## src/rtl/operand_fetch.sv

```systemverilog
// operand_fetch: register-read stage with RAW hazard resolution feeding a one-entry ID/EX register.
// Define OPERAND_FETCH_FWD_EN for EX/WB bypassing (load-use stalls only); otherwise every RAW hazard stalls.
module operand_fetch #(
    parameter int DW  = 32,
    parameter int AW  = 5,
    parameter int OPW = 6
) (
    input  logic           clk,
    input  logic           rst,
    input  logic           in_valid,
    output logic           in_ready,
    input  logic [OPW-1:0] in_op,
    input  logic [AW-1:0]  in_rs1,
    input  logic [AW-1:0]  in_rs2,
    input  logic           in_use_rs1,
    input  logic           in_use_rs2,
    input  logic [AW-1:0]  in_ws,
    input  logic           in_wen,
    input  logic           in_is_load,
    input  logic [DW-1:0]  in_imm,
    output logic [AW-1:0]  rf_rs1,
    output logic [AW-1:0]  rf_rs2,
    output logic           rf_rf,
    input  logic [DW-1:0]  rf_rd1,
    input  logic [DW-1:0]  rf_rd2,
    input  logic           ex_valid,
    input  logic           ex_wen,
    input  logic           ex_is_load,
    input  logic [AW-1:0]  ex_ws,
    input  logic [DW-1:0]  ex_result,
    input  logic           wb_valid,
    input  logic           wb_wf,
    input  logic [AW-1:0]  wb_ws,
    input  logic [DW-1:0]  wb_wd,
    input  logic           flush,
    output logic           out_valid,
    input  logic           out_ready,
    output logic [OPW-1:0] out_op,
    output logic [DW-1:0]  out_a,
    output logic [DW-1:0]  out_b,
    output logic [DW-1:0]  out_imm,
    output logic [AW-1:0]  out_ws,
    output logic           out_wen,
    output logic           out_is_load
);

    logic           exHit1, exHit2, wbHit1, wbHit2;
    logic           hazard, loadEn, accept;
    logic [DW-1:0]  opA, opB;

    logic           outValid_q, outValid_d;
    logic [OPW-1:0] outOp_q, outOp_d;
    logic [DW-1:0]  outA_q, outA_d;
    logic [DW-1:0]  outB_q, outB_d;
    logic [DW-1:0]  outImm_q, outImm_d;
    logic [AW-1:0]  outWs_q, outWs_d;
    logic           outWen_q, outWen_d;
    logic           outIsLoad_q, outIsLoad_d;

    // WB write enable is active-low, matching the register file port.
    assign exHit1 = in_use_rs1 & ex_valid & ex_wen & (ex_ws == in_rs1);
    assign exHit2 = in_use_rs2 & ex_valid & ex_wen & (ex_ws == in_rs2);
    assign wbHit1 = in_use_rs1 & wb_valid & ~wb_wf & (wb_ws == in_rs1);
    assign wbHit2 = in_use_rs2 & wb_valid & ~wb_wf & (wb_ws == in_rs2);

`ifdef OPERAND_FETCH_FWD_EN
    assign hazard = in_valid & ex_is_load & (exHit1 | exHit2);
    assign opA    = (exHit1 & ~ex_is_load) ? ex_result : (wbHit1 ? wb_wd : rf_rd1);
    assign opB    = (exHit2 & ~ex_is_load) ? ex_result : (wbHit2 ? wb_wd : rf_rd2);
`else
    assign hazard = in_valid & (exHit1 | exHit2 | wbHit1 | wbHit2);
    assign opA    = rf_rd1;
    assign opB    = rf_rd2;

    logic unusedFwd;
    assign unusedFwd = ^{ex_result, ex_is_load, wb_wd};
`endif

    assign loadEn   = out_ready | ~outValid_q;
    assign in_ready = loadEn & ~hazard & ~flush;
    assign accept   = in_valid & in_ready;

    assign rf_rs1 = in_rs1;
    assign rf_rs2 = in_rs2;
    assign rf_rf  = in_valid;

    // Operands are sampled only when an instruction loads; a held entry keeps its values.
    always_comb begin
        outValid_d  = outValid_q;
        outOp_d     = outOp_q;
        outA_d      = outA_q;
        outB_d      = outB_q;
        outImm_d    = outImm_q;
        outWs_d     = outWs_q;
        outWen_d    = outWen_q;
        outIsLoad_d = outIsLoad_q;
        if (flush) begin
            outValid_d = 1'b0;
        end else if (accept) begin
            outValid_d  = 1'b1;
            outOp_d     = in_op;
            outA_d      = opA;
            outB_d      = opB;
            outImm_d    = in_imm;
            outWs_d     = in_ws;
            outWen_d    = in_wen;
            outIsLoad_d = in_is_load;
        end else if (loadEn) begin
            outValid_d = 1'b0;
        end
    end

    always_ff @(posedge clk or posedge rst) begin
        if (rst) begin
            outValid_q  <= 1'b0;
            outOp_q     <= '0;
            outA_q      <= '0;
            outB_q      <= '0;
            outImm_q    <= '0;
            outWs_q     <= '0;
            outWen_q    <= 1'b0;
            outIsLoad_q <= 1'b0;
        end else begin
            outValid_q  <= outValid_d;
            outOp_q     <= outOp_d;
            outA_q      <= outA_d;
            outB_q      <= outB_d;
            outImm_q    <= outImm_d;
            outWs_q     <= outWs_d;
            outWen_q    <= outWen_d;
            outIsLoad_q <= outIsLoad_d;
        end
    end

    assign out_valid   = outValid_q;
    assign out_op      = outOp_q;
    assign out_a       = outA_q;
    assign out_b       = outB_q;
    assign out_imm     = outImm_q;
    assign out_ws      = outWs_q;
    assign out_wen     = outWen_q;
    assign out_is_load = outIsLoad_q;

endmodule
```

## config.mk

```make
export PLATFORM = sky130hd
export DESIGN_NAME = operand_fetch
export DESIGN_NICKNAME = d
export VERILOG_FILES = /design/src/rtl/operand_fetch.sv
export SDC_FILE = /design/constraint.sdc
export NUM_CORES = 1
export LEC_CHECK = 0
export CORE_AREA = 2 2 128 130
export CTS_BUF_LIST = sky130_fd_sc_hd__clkbuf_8
export DETAILED_ROUTE_END_ITERATION = 16
export DIE_AREA = 0 0 130 132
export HOLD_SLACK_MARGIN = 0.03
export PLACE_DENSITY = 0.8
export SETUP_SLACK_MARGIN = 0.3
export SLEW_MARGIN = 10
export SYNTH_ARGS = -nofsm -noshare
export SYNTH_HDL_FRONTEND = slang
export SYNTH_SLANG_ARGS = --single-unit
```

## constraint.sdc

```tcl
create_clock -name clk -period 10.88 [get_ports clk]
set_clock_uncertainty 0.05 [all_clocks]
set_input_delay 3.264 -clock clk [delete_from_list [all_inputs] [get_ports clk]]
set_output_delay 3.264 -clock clk [all_outputs]
set_load 0.01 [all_outputs]
```

# Word-level counts from Yosys, hierarchy flattened

Cells that the tools add are included.

Reductions and logical operators: 2
Multiplexer cells: 3
Bitwise operators: 24
Equality and inequality tests: 4

Operators by type and width:

| kind               | count |
|---|---|
| $eq A5 B5 Y1       | 4 |
| $and A1 B1 Y1      | 16 |
| $not A1 Y1         | 4 |
| $or A1 B1 Y1       | 4 |
| $mux W1            | 3 |
| $reduce_bool A3 Y1 | 1 |
| $reduce_and A2 Y1  | 1 |

Bits of input ports: 205
Word-level logic and storage cells: 41
Bits in registers: 110
Output and inout port bits: 122

# Longest topological paths before layout

Gate-level depths: netlist of the first run.

Depth after elaboration: 13
Mapped depth: 7
Mapped depth without buffers: 5

# Least setup slack after synthesis of the first run

OpenSTA, ideal clock, no wires.

Path type: in2out
Start: in ex_ws[2]
End: out in_ready
Setup slack: 3,557 ps
Arrival time: 4,009 ps
Stages on the path: 5
Data required time: 7,566 ps
Path through: xor2_1 nor4_1 nand4_1 nand3_1 a21oi_1

Cells in the longest elaborated chain, start to end: 9
Elaborated cells between the ends (all ways): 11
Those cells by class: eq/ne (2); bitwise (9)

Ends and longest elaborated chain:

| element                          | RTL line | RTL |
|---|---|---|
| start, declared                  | 29       | `input logic [AW-1:0] ex_ws,` |
| $eq A5 B5 Y1 (on tied branches)  | 61, 62   |  |
| $and A1 B1 Y1 (on tied branches) | 61, 62   |  |
| $or A1 B1 Y1 (*) (3 in series)   | 71       | `assign hazard = in_valid & (exHit1 \| exHit2 \| wbHit1 \| wbHit2);` |
| $and A1 B1 Y1 (*)                | 71       |  |
| $not A1 Y1 (*)                   | 80       | `assign in_ready = loadEn & ~hazard & ~flush;` |
| $and A1 B1 Y1 (*) (2 in series)  | 80       |  |
| end, declared                    | 11       | `output logic in_ready,` |

Mark *: on every way between the ends. The rest lies on a longest branch, timed or not.

# Worst setup path after layout of the first run

Start: in in_rs2[4]
End: out in_ready

Cells in the longest elaborated chain, start to end: 9
Elaborated cells between the ends (all ways): 11
Those cells by class: eq/ne (2); bitwise (9)

Ends and longest elaborated chain:

| element                         | RTL line | RTL |
|---|---|---|
| start, declared                 | 14       | `input logic [AW-1:0] in_rs2,` |
| $eq A5 B5 Y1                    | 62       | `assign exHit2 = in_use_rs2 & ex_valid & ex_wen & (ex_ws == in_rs2);` |
| $and A1 B1 Y1                   | 62       |  |
| $or A1 B1 Y1 (2 in series)      | 71       |  |
| $or A1 B1 Y1 (*)                | 71       |  |
| $and A1 B1 Y1 (*)               | 71       |  |
| $not A1 Y1 (*)                  | 80       |  |
| $and A1 B1 Y1 (*) (2 in series) | 80       |  |

Marks and branches as above.

==> impl_metrics.py, run 1 <==
metrics = {
    "outcome": {
        "status": "finished clean",
    },
    "worst_setup_path": {
        "timing.rr.end": "out_b[13]$_DFFE_PP0P_",
        "crit_end": "in_ready",
        "worstSetupStartpointType": "input pin",
        "r2r_start": "out_valid$_DFFE_PP0P_",
        "crit_path_max_fanout": 3,
        "cp.required_ns": 7.57,
        "arrival_ns": 5.16,
        "worstSetupEndpointType": "output port",
        "reg2reg_slack_ns": 8.64,
        "reg2regPathDepth": 5,
        "startpoint": "in_rs2[4]",
        "crit_type": "input pin to output port",
    },
    "clocking": {
        "clk_latency_ns": 0.37,
        "postCtsSetupBuffers": 0,
        "clkTransAtPathRegs_ns": 0.09,
        "cts_buffer_depth": 2,
        "cts_root_buf": "clkbuf_8",
        "hold_buffers": 0,
        "htreeDepth": 3,
        "cts_resized": 0,
        "cts_sinks": 110,
        "cts_tree": "yes",
        "numCtsBuffers": 9,
    },
    "sta": {
        "max_slew_margin": 0.313,
        "finalMaxSlewViolations": 0,
        "fin_crit_ns": 8.47,
        "rsz0062_at_grt": "false",
        "fin_ws_ns": 2.41,
        "final.period_utilization": 0.778,
        "tightestPinTransition_ns": 1.03,
        "fmax_ghz": 0.118,
        "fin_setup_tns_ns": 0,
        "hold_viol": 0,
        "setup_viol": 0,
    },
    "synth": {
        "synth_cell_type_count": 20,
        "synth_area_per_cell_sq_um": 17.6,
        "synth_largest_area_cell": "dfrtp_1",
        "netlist_area_sq_mm": 0.00496,
        "synth_seq_cells": 110,
        "yosysTopAreaCellShare": 0.555,
        "synth-seq-area-share": 0.555,
        "synthTopCellsByArea": "dfrtp_1 56%, mux2_4 30%, buf_12 4.4%, mux2_2 2.3%, xnor2_1 2.1%",
        "synthesis.nets": 487,
        "synthCells": 282,
        "synth_warnings": 0,
    },
    "die": {
        "die_w_um": 130,
        "initial_core_util": 0.315,
        "core_area_sq_mm": 0.0157,
        "pin_count": 327,
        "die_area_sq_mm": 0.0172,
        "std_cell_rows": 46,
        "die_y_um": 132,
    },
    "place": {
        "place_ws_ns": 2.42,
        "placed_cells": 739,
        "portBuffers": 261,
        "place_area_sq_mm": 0.00756,
        "hpwl_um": 9230,
        "routabilityCongestion": 0.839,
    },
    "route": {
        "num_vias": 3265,
        "routedWlPerCell_um": 16.4,
        "totalWireLength_um": 12300,
        "ant_nets": 0,
        "vias_per_cell": 4.33,
        "drcViolationCount": 0,
        "first_iter_violations": 102,
        "first_pass_iters": 3,
    },
    "run": {
        "drv_cap": 0,
    },
    "global_route": {
        "grt.overflow.total": 0,
        "grt_pass1_vias": 3624,
        "grt_pass1_wl_um": 19400,
        "grt_max_degree": 61,
        "antenna_found_initial": 0,
        "grt_use_total": 0.146,
    },
    "final_layout": {
        "final_nets": 739,
        "final_common_cell": "clkdlybuf4s50_1",
        "final_cell_mix": "261 x clkdlybuf4s50_1, 110 x dfrtp_1, 99 x mux2_4",
        "fin_cells": 754,
        "drive_gt1_frac": 0.240,
        "n_antenna_cell": 0,
        "fillers": 1326,
        "syn_to_final_growth_pct": 56.1,
        "final_area_sq_mm": 0.00774,
        "fin_util": 0.492,
    },
    "power": {
        "p_per_area_mw_per_mm2": 151,
        "ir_worst_vdd_mv": 0.0698,
        "p_leak_nw": 3.45,
    },
    "hold_path": {
        "hold_path.class": "flop to flop",
    },
}
-- registers in the layout (all words and copies together) (netlist names) --
| signal | count |
|---|---|
| out_a | 32 |
| out_ws | 5 |
| out_op | 6 |
| out_is_load | 1 |
| out_b | 32 |
| out_wen | 1 |
| out_valid | 1 |
| out_imm | 32 |
-- Yosys cell counts --
cell / n
xor2_1: 8
inv_1: 2
o21ai_0: 1
mux2_2: 10
nand4_2: 1
buf_4: 12
nand2_1: 1
nand3_1: 3
nand4_1: 4
and3_1: 1
nor2b_1: 1
buf_12: 11
dfrtp_1: 110
and2_0: 1
mux2_4: 99
nor4_1: 2
nand2b_1: 1
a21oi_1: 1
o22a_1: 1
xnor2_1: 12
-- logic make-up after synthesis --
| group | count (synthesis) | share of synthesized area |
|---|---|---|
| mux | 109 | 0.323 |
| compound gates | 3 | 0.00378 |
| flops | 110 | 0.555 |
| xor+xnor | 20 | 0.0353 |
| buf+inv | 25 | 0.0641 |
| simple gates | 15 | 0.0189 |
-- worst max-delay path: stages --
cell             delay [ns]
clkdlybuf4s50_1        0.55
xor2_1                 0.23
nor4_1                 0.08
nand4_1                0.16
nand3_1                0.10
a21oi_1                0.19
clkdlybuf4s50_1        0.57
-- area by class of cell --
| cell class | count | area [sq um] | area share |
|---|---|---|---|
| Sequential cell | 110 | 2750 | 0.356 |
| Multi-Input combinational cell | 147 | 1900 | 0.245 |
| Tap cell | 216 | 270 | 0.0349 |
| Timing Repair Buffer | 264 | 2640 | 0.341 |
| Inverter | 2 | 10.0 | 0.00129 |
| Clock buffer | 9 | 124 | 0.0160 |
| Clock inverter | 6 | 48.8 | 0.00631 |
-- routing by layer --
layer,vias up,global-route usage,part of all wire,routed length [um]
li1,1470,-,-,-
met1,1615,0.163,0.39,4760
met2,154,0.255,0.52,6370
met3,26,0.0373,0.068,839
met4,0,0.0735,0.030,367
met5,-,0,0,0
-- stage by stage --
stage | total power [mW] | hold WS, ns
after floorplan | 0.722 | 0.500
after global placement | 0.944 | 0.440
after detailed placement | 0.954 | 0.441
after CTS | 1.19 | 0.472
after global routing | 1.23 | 0.481
final | 1.17 | 0.468
-- where the power goes --
part	internal, mW	leakage [nW]	switching (mW)
clock	0.0841	0.0832	0.144
combinational	0.282	2.07	0.132
sequential	0.485	1.29	0.0440
-- worst min-delay path by stage --
stage | from | to | slack [ns] | depth (start not counted)
3_5_place_dp | out_b[28]$_DFFE_PP0P_ | out_b[28]$_DFFE_PP0P_ | 0.44 | 1
4_1_cts | out_b[12]$_DFFE_PP0P_ | out_b[12]$_DFFE_PP0P_ | 0.47 | 1
2_1_floorplan | out_imm[10]$_DFFE_PP0P_ | out_imm[10]$_DFFE_PP0P_ | 0.50 | 1
5_1_grt | out_b[10]$_DFFE_PP0P_ | out_b[10]$_DFFE_PP0P_ | 0.48 | 1
6_report | out_b[10]$_DFFE_PP0P_ | out_b[10]$_DFFE_PP0P_ | 0.47 | 1
3_3_place_gp | out_a[12]$_DFFE_PP0P_ | out_a[12]$_DFFE_PP0P_ | 0.44 | 1
No activity file was read; power rests on OpenSTA's default activity.
==> run 2, diff against run 1 <==
--- a/config.mk
+++ b/config.mk
@@ -10,7 +10,7 @@
 export DETAILED_ROUTE_END_ITERATION = 16
 export DIE_AREA = 0 0 130 132
 export HOLD_SLACK_MARGIN = 0.03
-export PLACE_DENSITY = 0.8
+export PLACE_DENSITY = 0.83
 export SETUP_SLACK_MARGIN = 0.3
 export SLEW_MARGIN = 10
 export SYNTH_ARGS = -nofsm -noshare
==> constraint.sdc (replaced) <==
create_clock -name clk -period 7 [get_ports clk]
set_clock_uncertainty 0.05 [all_clocks]
set_input_delay 2.1 -clock clk [delete_from_list [all_inputs] [get_ports clk]]
set_output_delay 2.1 -clock clk [all_outputs]
set_load 0.01 [all_outputs]
==> run 2 against run 1 <==
Cell area rose by 0.19%; clock-buffer cell count is the same; register-to-register slack got worse by 4.0 ns; clock power increased by 61%; non-clock buffer count is 1 higher; routed wire length up 3.6%; hold slack got worse by 0.0040 ns; via count increased by 1.7%; critical path depth is the same; first-iteration DRC count grew 3.9%; final cell count rose by 0.13%; sequential power increased by 56%; critical path type unchanged; highest routed layer unchanged.
==> impl_metrics.py, run 2 (synthesis gave the netlist of run 1 again) <==
metrics = {
    "outcome": {
        "status": "finished clean",
    },
    "final_layout": {
        "fin_cells": 755,
        "final_cell_mix": "261 x clkdlybuf4s50_1, 110 x dfrtp_1, 99 x mux2_4",
        "drive_gt1_frac": 0.241,
        "final_nets": 740,
        "fin_util": 0.493,
        "n_antenna_cell": 0,
        "final_common_cell": "clkdlybuf4s50_1",
        "syn_to_final_growth_pct": 56.4,
        "final_area_sq_mm": 0.00775,
    },
    "global_route": {
        "grt.overflow.total": 0,
        "antenna_found_initial": 0,
        "grt_max_degree": 62,
        "grt_pass1_wl_um": 19900,
        "grt_pass1_vias": 3745,
        "grt_use_total": 0.150,
    },
    "clocking": {
        "cts_buffer_depth": 2,
        "cts_resized": 0,
        "cts_root_buf": "clkbuf_8",
        "clk_latency_ns": 0.37,
        "htreeDepth": 3,
        "clkTransAtPathRegs_ns": 0.10,
        "cts_sinks": 110,
        "postCtsSetupBuffers": 0,
        "numCtsBuffers": 9,
        "hold_buffers": 0,
        "cts_tree": "yes",
    },
    "route": {
        "first_iter_violations": 106,
        "totalWireLength_um": 12800,
        "vias_per_cell": 4.40,
        "first_pass_iters": 4,
        "drcViolationCount": 0,
        "ant_nets": 0,
        "routedWlPerCell_um": 16.9,
        "num_vias": 3319,
    },
    "worst_setup_path": {
        "path_buf_inv": 2,
        "crit_path_max_fanout": 3,
        "worstPathCellList": "clkdlybuf4s50_1 > xor2_1 > nor4_1 > nand4_1 > nand3_1 > a21oi_1 > clkdlybuf4s50_1",
        "arrival_ns": 4.10,
        "worstSetupStartpointType": "input pin",
        "path_delay_family": "buffers and inverters",
        "cpMostUsedCell": "clkdlybuf4s50_1",
        "max_stage_delay_ns": 0.49,
        "worst_path_max_delay_cell": "clkdlybuf4s50_1",
        "crit_type": "input pin to output port",
        "cp.required_ns": 4.85,
        "worstSetupEndpointType": "output port",
    },
    "die": {
        "die_y_um": 132,
        "die_area_sq_mm": 0.0172,
        "std_cell_rows": 46,
        "die_w_um": 130,
        "initial_core_util": 0.315,
        "core_area_sq_mm": 0.0157,
        "pin_count": 327,
    },
    "power": {
        "p_per_area_mw_per_mm2": 237,
        "p_leak_nw": 3.46,
        "total_power_mw": 1.84,
        "ir_worst_vdd_mv": 0.105,
    },
    "sta": {
        "tightestPinTransition_ns": 0.857,
        "final.period_utilization": 0.892,
        "finalMaxSlewViolations": 0,
        "hold_viol": 0,
        "rsz0062_at_grt": "false",
        "setup_viol": 0,
        "fmax_ghz": 0.160,
        "fin_setup_tns_ns": 0,
        "max_slew_margin": 0.429,
        "fin_crit_ns": 6.25,
    },
    "place": {
        "hpwl_um": 9610,
        "placed_cells": 740,
        "place_area_sq_mm": 0.00757,
        "routabilityCongestion": 0.836,
        "portBuffers": 261,
    },
    "hold_path": {
        "hold_path.class": "flop to flop",
    },
    "run": {
        "drv_cap": 0,
    },
}
## run 2: cell count changes in the layout (fill, tap and decap cells not counted)
cell,delta
buf_4,+1
clkinv_2,-1
clkinv_4,+1
clkinvlp_4,-1
inv_8,+1
## run 2: per-stage QoR
| step | setup slack [ns] | hold WS (ns) |
|---|---|---|
| global route | 0.656 | 0.475 |
| detailed placement | 0.764 | 0.442 |
| global placement | 0.844 | 0.441 |
| floorplan | 1.95 | 0.500 |
| finish | 0.754 | 0.464 |
| CTS | 0.751 | 0.467 |
## run 2: final cells by class
class,instances,area (sq um)
clock buffer,9,124
clock inverter,6,56.3
fill,1349,7960
inverter,2,10.0
multi-input combinational,147,1900
sequential,110,2750
tap,216,270
timing repair buffer,265,2640
## run 2: worst paths after layout
path / from / to / slack (ns) / cells after the start
max reg2reg: out_valid$_DFFE_PP0P_ / out_a[11]$_DFFE_PP0P_ / 4.60 / 6
min in group asynchronous: rst / out_b[1]$_DFFE_PP0P_ / 2.15 / 2
min reg2reg: out_imm[3]$_DFFE_PP0P_ / out_imm[3]$_DFFE_PP0P_ / 0.46 / 1
max in group asynchronous: rst / out_b[28]$_DFFE_PP0P_ / 3.59 / 3
max: in_rs1[3] / in_ready / 0.75 / 7
min: out_imm[3]$_DFFE_PP0P_ / out_imm[3]$_DFFE_PP0P_ / 0.46 / 1
## run 2: routing by layer
metal	track usage	vias up	share of wire
li1	-	1468	-
met3	0.0524	28	0.088
met4	0.0633	0	0.030
met5	0	-	0
met2	0.264	190	0.51
met1	0.162	1633	0.37
## run 2: report_power, final
part           total [mW]  leakage [nW]  switching (mW)  internal [mW]
clock               0.368        0.0893           0.233          0.135
sequential          0.823          1.29          0.0701          0.753
combinational       0.648          2.08           0.209          0.438
## run 2: worst register-to-register path: stages, from the launching register on
cell,delay (ns)
dfrtp_1,0.38
nand2b_1,0.10
and3_1,0.23
nand4_4,0.10
buf_4,0.40
buf_4,0.65
mux2_4,0.39
